## config.mk

```make
export PLATFORM = sky130hd
export DESIGN_NAME = eem16_proj1
export DESIGN_NICKNAME = d
export VERILOG_FILES = /design/src/rtl/eem16_proj1.sv
export SDC_FILE = /design/constraint.sdc
export NUM_CORES = 1
export LEC_CHECK = 0
export ABC_AREA = 1
export CORE_AREA = 2 2 39 41
export CTS_CLUSTER_SIZE = 40
export DETAILED_ROUTE_END_ITERATION = 8
export DIE_AREA = 0 0 41 43
export SLEW_MARGIN = 5
export SYNTH_ARGS = -nofsm -noshare
export SYNTH_HDL_FRONTEND = slang
export SYNTH_SLANG_ARGS = --single-unit
```

## constraint.sdc

```tcl
create_clock -name clk -period 1.3 [get_ports clk]
set_input_delay 0.26 -clock clk [delete_from_list [all_inputs] [get_ports clk]]
set_output_delay 0.26 -clock clk [all_outputs]
set_load 0.02 [all_outputs]
```

## src/rtl/eem16_proj1.sv

```systemverilog
// eem16_proj1 -- registered 3-input Boolean function block.
//
// Samples {x2,x1,x0} into an input register and, one edge later, drives z
// with TRUTH_TABLE[index]. minterm carries the one-hot decode of that same
// index. Total latency from the inputs to z/minterm is two rising edges.
// The x inputs have no combinational path to any output.
//
// Parameters:
//   TRUTH_TABLE  bit i is the value of z for minterm index i = {x2,x1,x0}
//                (default 8'b1110_1000 = 3-input majority)
//   RESET_Z      value of z while in reset and until valid rises
//
// Ports:
//   clk      in   rising-edge clock
//   rst      in   synchronous reset, active-high, wins over data updates
//   x0       in   function input, LSB of the minterm index
//   x1       in   function input, middle bit
//   x2       in   function input, MSB of the minterm index
//   z        out  registered function output
//   minterm  out  registered one-hot decode of the sampled index
//   valid    out  high once z/minterm reflect a post-reset sample
module eem16_proj1 #(
    parameter logic [7:0] TRUTH_TABLE = 8'b1110_1000,
    parameter logic       RESET_Z     = 1'b0
) (
    input  logic       clk,
    input  logic       rst,
    input  logic       x0,
    input  logic       x1,
    input  logic       x2,
    output logic       z,
    output logic [7:0] minterm,
    output logic       valid
);

    // One-hot decode of a 3-bit minterm index.
    function automatic logic [7:0] decode_onehot(input logic [2:0] idx);
        logic [7:0] one_hot;
        one_hot = 8'b0000_0001 << idx;
        return one_hot;
    endfunction

    logic [2:0] x_r;     // stage-1 sampled index {x2,x1,x0}
    logic [1:0] fill_r;  // post-reset fill counter, saturates at 2

    // Stage 1: capture the function inputs.
    always_ff @(posedge clk) begin
        if (rst) begin
            x_r <= 3'b000;
        end else begin
            x_r <= {x2, x1, x0};
        end
    end

    // Fill counter and valid flag: valid rises on the second non-reset edge.
    always_ff @(posedge clk) begin
        if (rst) begin
            fill_r <= 2'd0;
            valid  <= 1'b0;
        end else if (fill_r == 2'd2) begin
            fill_r <= 2'd2;
            valid  <= 1'b1;
        end else begin
            fill_r <= fill_r + 2'd1;
            valid  <= (fill_r == 2'd1);
        end
    end

    // Stage 2: evaluate the truth table and decode the sampled index.
    // While fill_r is still 0, x_r holds the reset value rather than a real
    // sample, so the outputs stay at their reset values until valid rises.
    always_ff @(posedge clk) begin
        if (rst) begin
            z       <= RESET_Z;
            minterm <= 8'b0000_0000;
        end else if (fill_r == 2'd0) begin
            z       <= RESET_Z;
            minterm <= 8'b0000_0000;
        end else begin
            z       <= TRUTH_TABLE[x_r];
            minterm <= decode_onehot(x_r);
        end
    end

endmodule

```

==> results.py, run 1 <==
metrics = {
    "sta": {
        "timing.final.crit_share": 0.9415,
        "finClkSkew_ps": 5.314,
        "tightest_slew_ps": 205.0,
        "relSlewSlack": 0.8639,
        "slew_violations": 0,
        "rsz0062_at_grt": "false",
        "max_freq_mhz": 817.0,
        "hold_viol": 0,
        "setup_viol": 0,
        "tns_ps": 0,
        "min_period_ps": 1224,
    },
    "clock_network": {
        "hold_buffers": 0,
        "root_buffer": "clkbuf_4",
        "cts_resized": 10,
        "cts.reportedPaths.clkPinSlew_ps": 80,
        "cts_setup_buffers": 0,
        "cts_made_buffers": 3,
        "clock_sinks": 14,
        "cts_tree": "done",
        "clock_path_buffers": 2,
        "htreeDepth": 1,
        "clock_latency_ps": 270,
    },
    "synth": {
        "synth_top_area_share": 0.6512,
        "ys_types": 8,
        "ys_seq_area_frac": 0.6512,
        "synth_edf_count": 0,
        "yosys_warnings": 0,
        "async_reset_ff_frac": 0,
        "syn_area_um2": 430.4,
        "syn_avg_cell_area_um2": 8.967,
        "synth.most_common_cell": "dfxtp_1",
        "synth_flop_cell": "dfxtp_1",
        "ys_top_cells_by_area": "dfxtp_1 65%, nor2_1 11%, inv_1 7.8%",
        "synth-seq-cells": 14,
        "synthesis.nets": 55,
        "synth_common_cells": "14 x dfxtp_1, 13 x nor2_1, 9 x inv_1",
        "netlist.top_cell.by_area": "dfxtp_1",
        "syn_inst": 48,
    },
    "floorplanning": {
        "fp-row-count": 14,
        "die_h_um": 43,
        "die-area_mm2": 0.001763,
        "start_util": 0.3110,
        "ios": 15,
        "die_w_um": 41,
        "coreArea_mm2": 0.001384,
    },
    "run": {
        "cap_violations": 0,
    },
    "worst_setup_path": {
        "r2r-end": "minterm[6]",
        "cp-endpoint": "valid",
        "startpoint_type": "flip-flop",
        "timing.rr.start": "fill_r[0]",
        "crit_required_ps": 1040,
        "critPathArrivalTime_ps": 960,
        "r2r_setup_slack_ps": 320,
        "criticalPathCategory": "reg -> out",
        "end_kind": "primary output",
        "critPathLaunch": "valid",
        "path_cells": "dlygate4sd2_1",
        "cp_num_cells": 1,
        "slowest_stage": "dfxtp_1",
        "crit_fanout": 3,
        "slowest_delay_ps": 350,
        "path_delay_family": "flip-flops",
        "reg2regPathDepth": 5,
        "cp_num_buf_inv": 1,
    },
    "power_and_ir_drop": {
        "vdd_drop_max_uv": 477.1,
        "leakagePower_nw": 0.3204,
        "powerDensity_mw_per_mm2": 1394,
        "power_mw": 0.8672,
    },
    "grt": {
        "gr-usage-all-layers": 0.09312,
        "grt_pass1_wl_um": 979,
        "grt_max_degree": 9,
        "first_global_vias": 262,
        "overflow": 0,
        "antenna_found_initial": 0,
    },
    "route": {
        "antenna_left": 0,
        "vias_per_cell": 3.976,
        "wirelength_um": 581,
        "route.detailed.drc": 0,
        "post_drt_wl_per_cell_um": 7.000,
        "vias": 330,
        "firstDrtPassIters": 4,
        "drt_iter0_markers": 6,
    },
    "final_layout": {
        "layout-drive-gt1-share": 0.08955,
        "diodes": 0,
        "fin_cells": 83,
        "nFillCells": 147,
        "area_growth_pct": 44.48,
        "layout.nets": 75,
    },
    "worst_hold_path": {
        "hp-start": "fill_r[0]",
        "hold_class": "reg -> reg",
    },
    "place": {
        "dp.cells": 79,
        "dp_hpwl_um": 474.2,
        "port_buffers": 14,
        "place_congestion": 0.6451,
    },
    "run_status": {
        "status": "finished, final reports clean",
    },
}
-- cell families after synthesis --
kind of cell	share of synthesized area
flip-flops	0.6512
AO/OA/AOI/OAI	0.01162
buffers and inverters	0.07848
AND/OR/NAND/NOR	0.2006
adder cells (fa/ha/maj)	0.05813
-- cell usage in the layout (no fill, tap or decap) --
master	instances
a21oi_1	1
buf_4	1
clkbuf_4	3
clkbuf_8	1
clkdlybuf4s50_1	4
dfxtp_1	14
dlygate4sd2_1	10
ha_1	2
inv_1	9
nand2_1	7
nor2_1	13
nor2_2	1
nor3_1	1
-- metal layers --
metal  track usage  part of all wire  routed length [um]
met5             0                 0                   0
met4        0.1200             0.055                  32
met1       0.08251              0.36                 211
met2        0.1250              0.46                 269
met3       0.04712              0.12                  67
-- state kept, by name, indices dropped and copies added (netlist names) --
name / flops
z: 1
valid: 1
fill_r: 1
minterm: 8
x_r: 3
-- per-stage QoR --
stage,hold slack [ps],instance area (um^2),utilization,setup slack (ps)
after floorplan,331.2,430.4,-,274.4
after global placement,407.5,598.1,0.4322,107.9
after detailed placement,409.9,598.1,0.4322,100.5
after CTS,422.7,621.8,0.4494,59.26
after global routing,432.5,621.8,0.4494,8.668
final,417.1,621.8,0.4494,76.04
-- how the worst min path moves through the flow --
stage | to | cells past startpoint
after detailed placement | fill_r[0] | 1
after CTS | fill_r[0] | 1
final | fill_r[0] | 1
after global routing | fill_r[0] | 1
after global placement | fill_r[0] | 1
after floorplan | x_r[0] | 1
-- power breakdown --
part / total [mW] / switching, mW / internal, mW
combinational: 0.105 / 0.0593 / 0.0458
clock: 0.299 / 0.128 / 0.170
sequential: 0.464 / 0.0115 / 0.452
-- area by class of cell --
class	instances	area (um^2)	share of cell area
inverter	9	33.78	0.05433
tap	16	20.02	0.03219
timing repair buffer	15	135.1	0.2173
multi-input combinational	25	116.4	0.1871
sequential	14	280.3	0.4507
clock buffer	4	36.28	0.05835
No activity file was read; power rests on OpenSTA's default activity.
==> inputs of run 2 (changes only) <==
==> constraint.sdc (replaced) <==
create_clock -name clk -period 1.5 [get_ports clk]
set_input_delay 0.3 -clock clk [delete_from_list [all_inputs] [get_ports clk]]
set_output_delay 0.3 -clock clk [all_outputs]
set_load 0.02 [all_outputs]
==> run 2 against run 1 <==
Compared with the run above:
- wire length down 5.7%
- design area up 3.2%
- via count down 4.8%
- non-clock buffer count unchanged
- clock power down 34%
- first-iteration DRC count down 33%
- sequential cell count unchanged
- utilization up 1.4 points
- die area unchanged
==> results.py, run 2 (same netlist as run 1, synthesis figures left out) <==
metrics = {
    "worst_hold_path": {
        "hold_depth": 1,
        "hold_class": "reg -> reg",
        "hp-start": "fill_r[0]",
        "holdPathEnd": "fill_r[0]",
    },
    "worst_setup_path": {
        "crit_fanout": 3,
        "crit_required_ps": 1200,
        "startpoint_type": "flip-flop",
        "criticalPathCategory": "reg -> out",
        "slowest_stage": "dfxtp_1",
        "path_cells": "dlygate4sd2_1",
        "end_kind": "primary output",
        "timing.rr.start": "fill_r[0]",
        "path_delay_family": "flip-flops",
        "critPathArrivalTime_ps": 960,
        "cp_num_buf_inv": 1,
        "slowest_delay_ps": 350,
        "cp_num_cells": 1,
        "r2r_setup_slack_ps": 510,
        "r2r-end": "minterm[5]",
        "reg2regPathDepth": 5,
    },
    "floorplanning": {
        "fp-row-count": 14,
        "coreArea_mm2": 0.001384,
        "die-area_mm2": 0.001763,
        "start_util": 0.3110,
        "die_h_um": 43,
        "die_w_um": 41,
        "ios": 15,
    },
    "route": {
        "wl_met2_um": 233,
        "drt_iter0_markers": 4,
        "wl_met3_um": 73,
        "antenna_left": 0,
        "vias_per_cell": 3.829,
        "wirelength_um": 548,
        "post_drt_wl_per_cell_um": 6.683,
        "route.detailed.drc": 0,
        "m1WireLength_um": 227,
        "firstDrtPassIters": 3,
        "top_layer": "met4",
        "vias": 314,
    },
    "clock_network": {
        "clock_path_buffers": 2,
        "root_buffer": "clkbuf_4",
        "cts_setup_buffers": 0,
        "cts_tree": "done",
        "cts_made_buffers": 3,
        "cts.reportedPaths.clkPinSlew_ps": 70,
        "htreeDepth": 1,
        "clock_latency_ps": 270,
        "cts_resized": 1,
        "hold_buffers": 0,
        "clock_sinks": 14,
    },
    "sta": {
        "hold_viol": 0,
        "finClkSkew_ps": 1.925,
        "setup_viol": 0,
        "slew_violations": 0,
        "min_period_ps": 1262,
        "tns_ps": 0,
        "relSlewSlack": 0.8479,
        "max_freq_mhz": 792.5,
        "tightest_slew_ps": 227.8,
        "rsz0062_at_grt": "false",
        "timing.final.crit_share": 0.8412,
        "timing.hold.ws_ps": 417.3,
    },
    "grt": {
        "antenna_found_initial": 0,
        "overflow": 0,
        "grt_max_degree": 8,
        "grt_pass1_wl_um": 890,
        "gr-usage-all-layers": 0.07801,
        "first_global_vias": 235,
    },
    "place": {
        "dp_hpwl_um": 439.1,
        "dp.cells": 79,
        "place_congestion": 0.6453,
        "port_buffers": 14,
    },
    "power_and_ir_drop": {
        "leakagePower_nw": 0.4352,
        "power_mw": 0.6926,
        "powerDensity_mw_per_mm2": 1079,
        "vdd_drop_max_uv": 504.4,
    },
    "final_layout": {
        "final_core_util": 0.4638,
        "final_cell_mix": "14 x dfxtp_1, 13 x nor2_1, 9 x inv_1, 9 x dlymetal6s2s_1, 7 x nand2_1",
        "layout-drive-gt1-share": 0.07576,
        "diodes": 0,
        "fin_cells": 82,
        "largest_registers": "minterm: 8 flops, x_r: 3 flops",
        "largest_register_ffs": 8,
        "area_growth_pct": 49.13,
        "final_common_cell": "dfxtp_1",
        "max_flop_register": "minterm",
        "layout.nets": 75,
    },
    "run_status": {
        "status": "finished, final reports clean",
    },
    "run": {
        "cap_violations": 0,
    },
}
run 2: cell count changes in the layout (fill, tap and decap cells not counted):
cell	delta
dlygate4sd2_1	-9
dlymetal6s2s_1	+9
clkbuf_8	-1
run 2: area by class of cell:
class / count / area (um^2)
multi-input cells: 25 / 116.4
flip-flops and latches: 14 / 280.3
inverters: 9 / 33.78
clock buffers: 3 / 22.52
well taps: 16 / 20.02
fillers: 145 / 742.0
repair buffers: 15 / 168.9
run 2: how the worst max path moves through the flow:
stage	startpoint	to
after floorplan	valid	minterm[0]
after global placement	valid	valid
after detailed placement	valid	valid
after CTS	z	z
after global routing	valid	valid
final	valid	valid
run 2: where the power goes:
part           leakage, nW  internal (mW)  switching, mW
Clock               0.0138         0.0929          0.104
Combinational        0.307         0.0429         0.0510
Sequential           0.114          0.392         0.0101
run 2: layer usage:
layer  up-vias  track usage
met5         -            0
met4         0      0.04000
met3         2      0.04712
met2        17       0.1156
met1       118      0.08278
li1        177            -
run 2: through the flow:
step | setup slack [ps] | area (um^2)
floorplan | 474.4 | 430.4
global placement | 263.8 | 598.1
detailed placement | 259.4 | 598.1
CTS | 15.20 | 619.3
global route | 186.7 | 641.9
finish | 238.2 | 641.9
==> inputs of run 3 (changes only) <==
==> constraint.sdc (replaced) <==
create_clock -name clk -period 1.3 [get_ports clk]
set_input_delay 0.26 -clock clk [delete_from_list [all_inputs] [get_ports clk]]
set_output_delay 0.26 -clock clk [all_outputs]
set_load 0.02 [all_outputs]
==> results of run 3 <==
Final layout, timing and power as in run 1 (identical DEF).
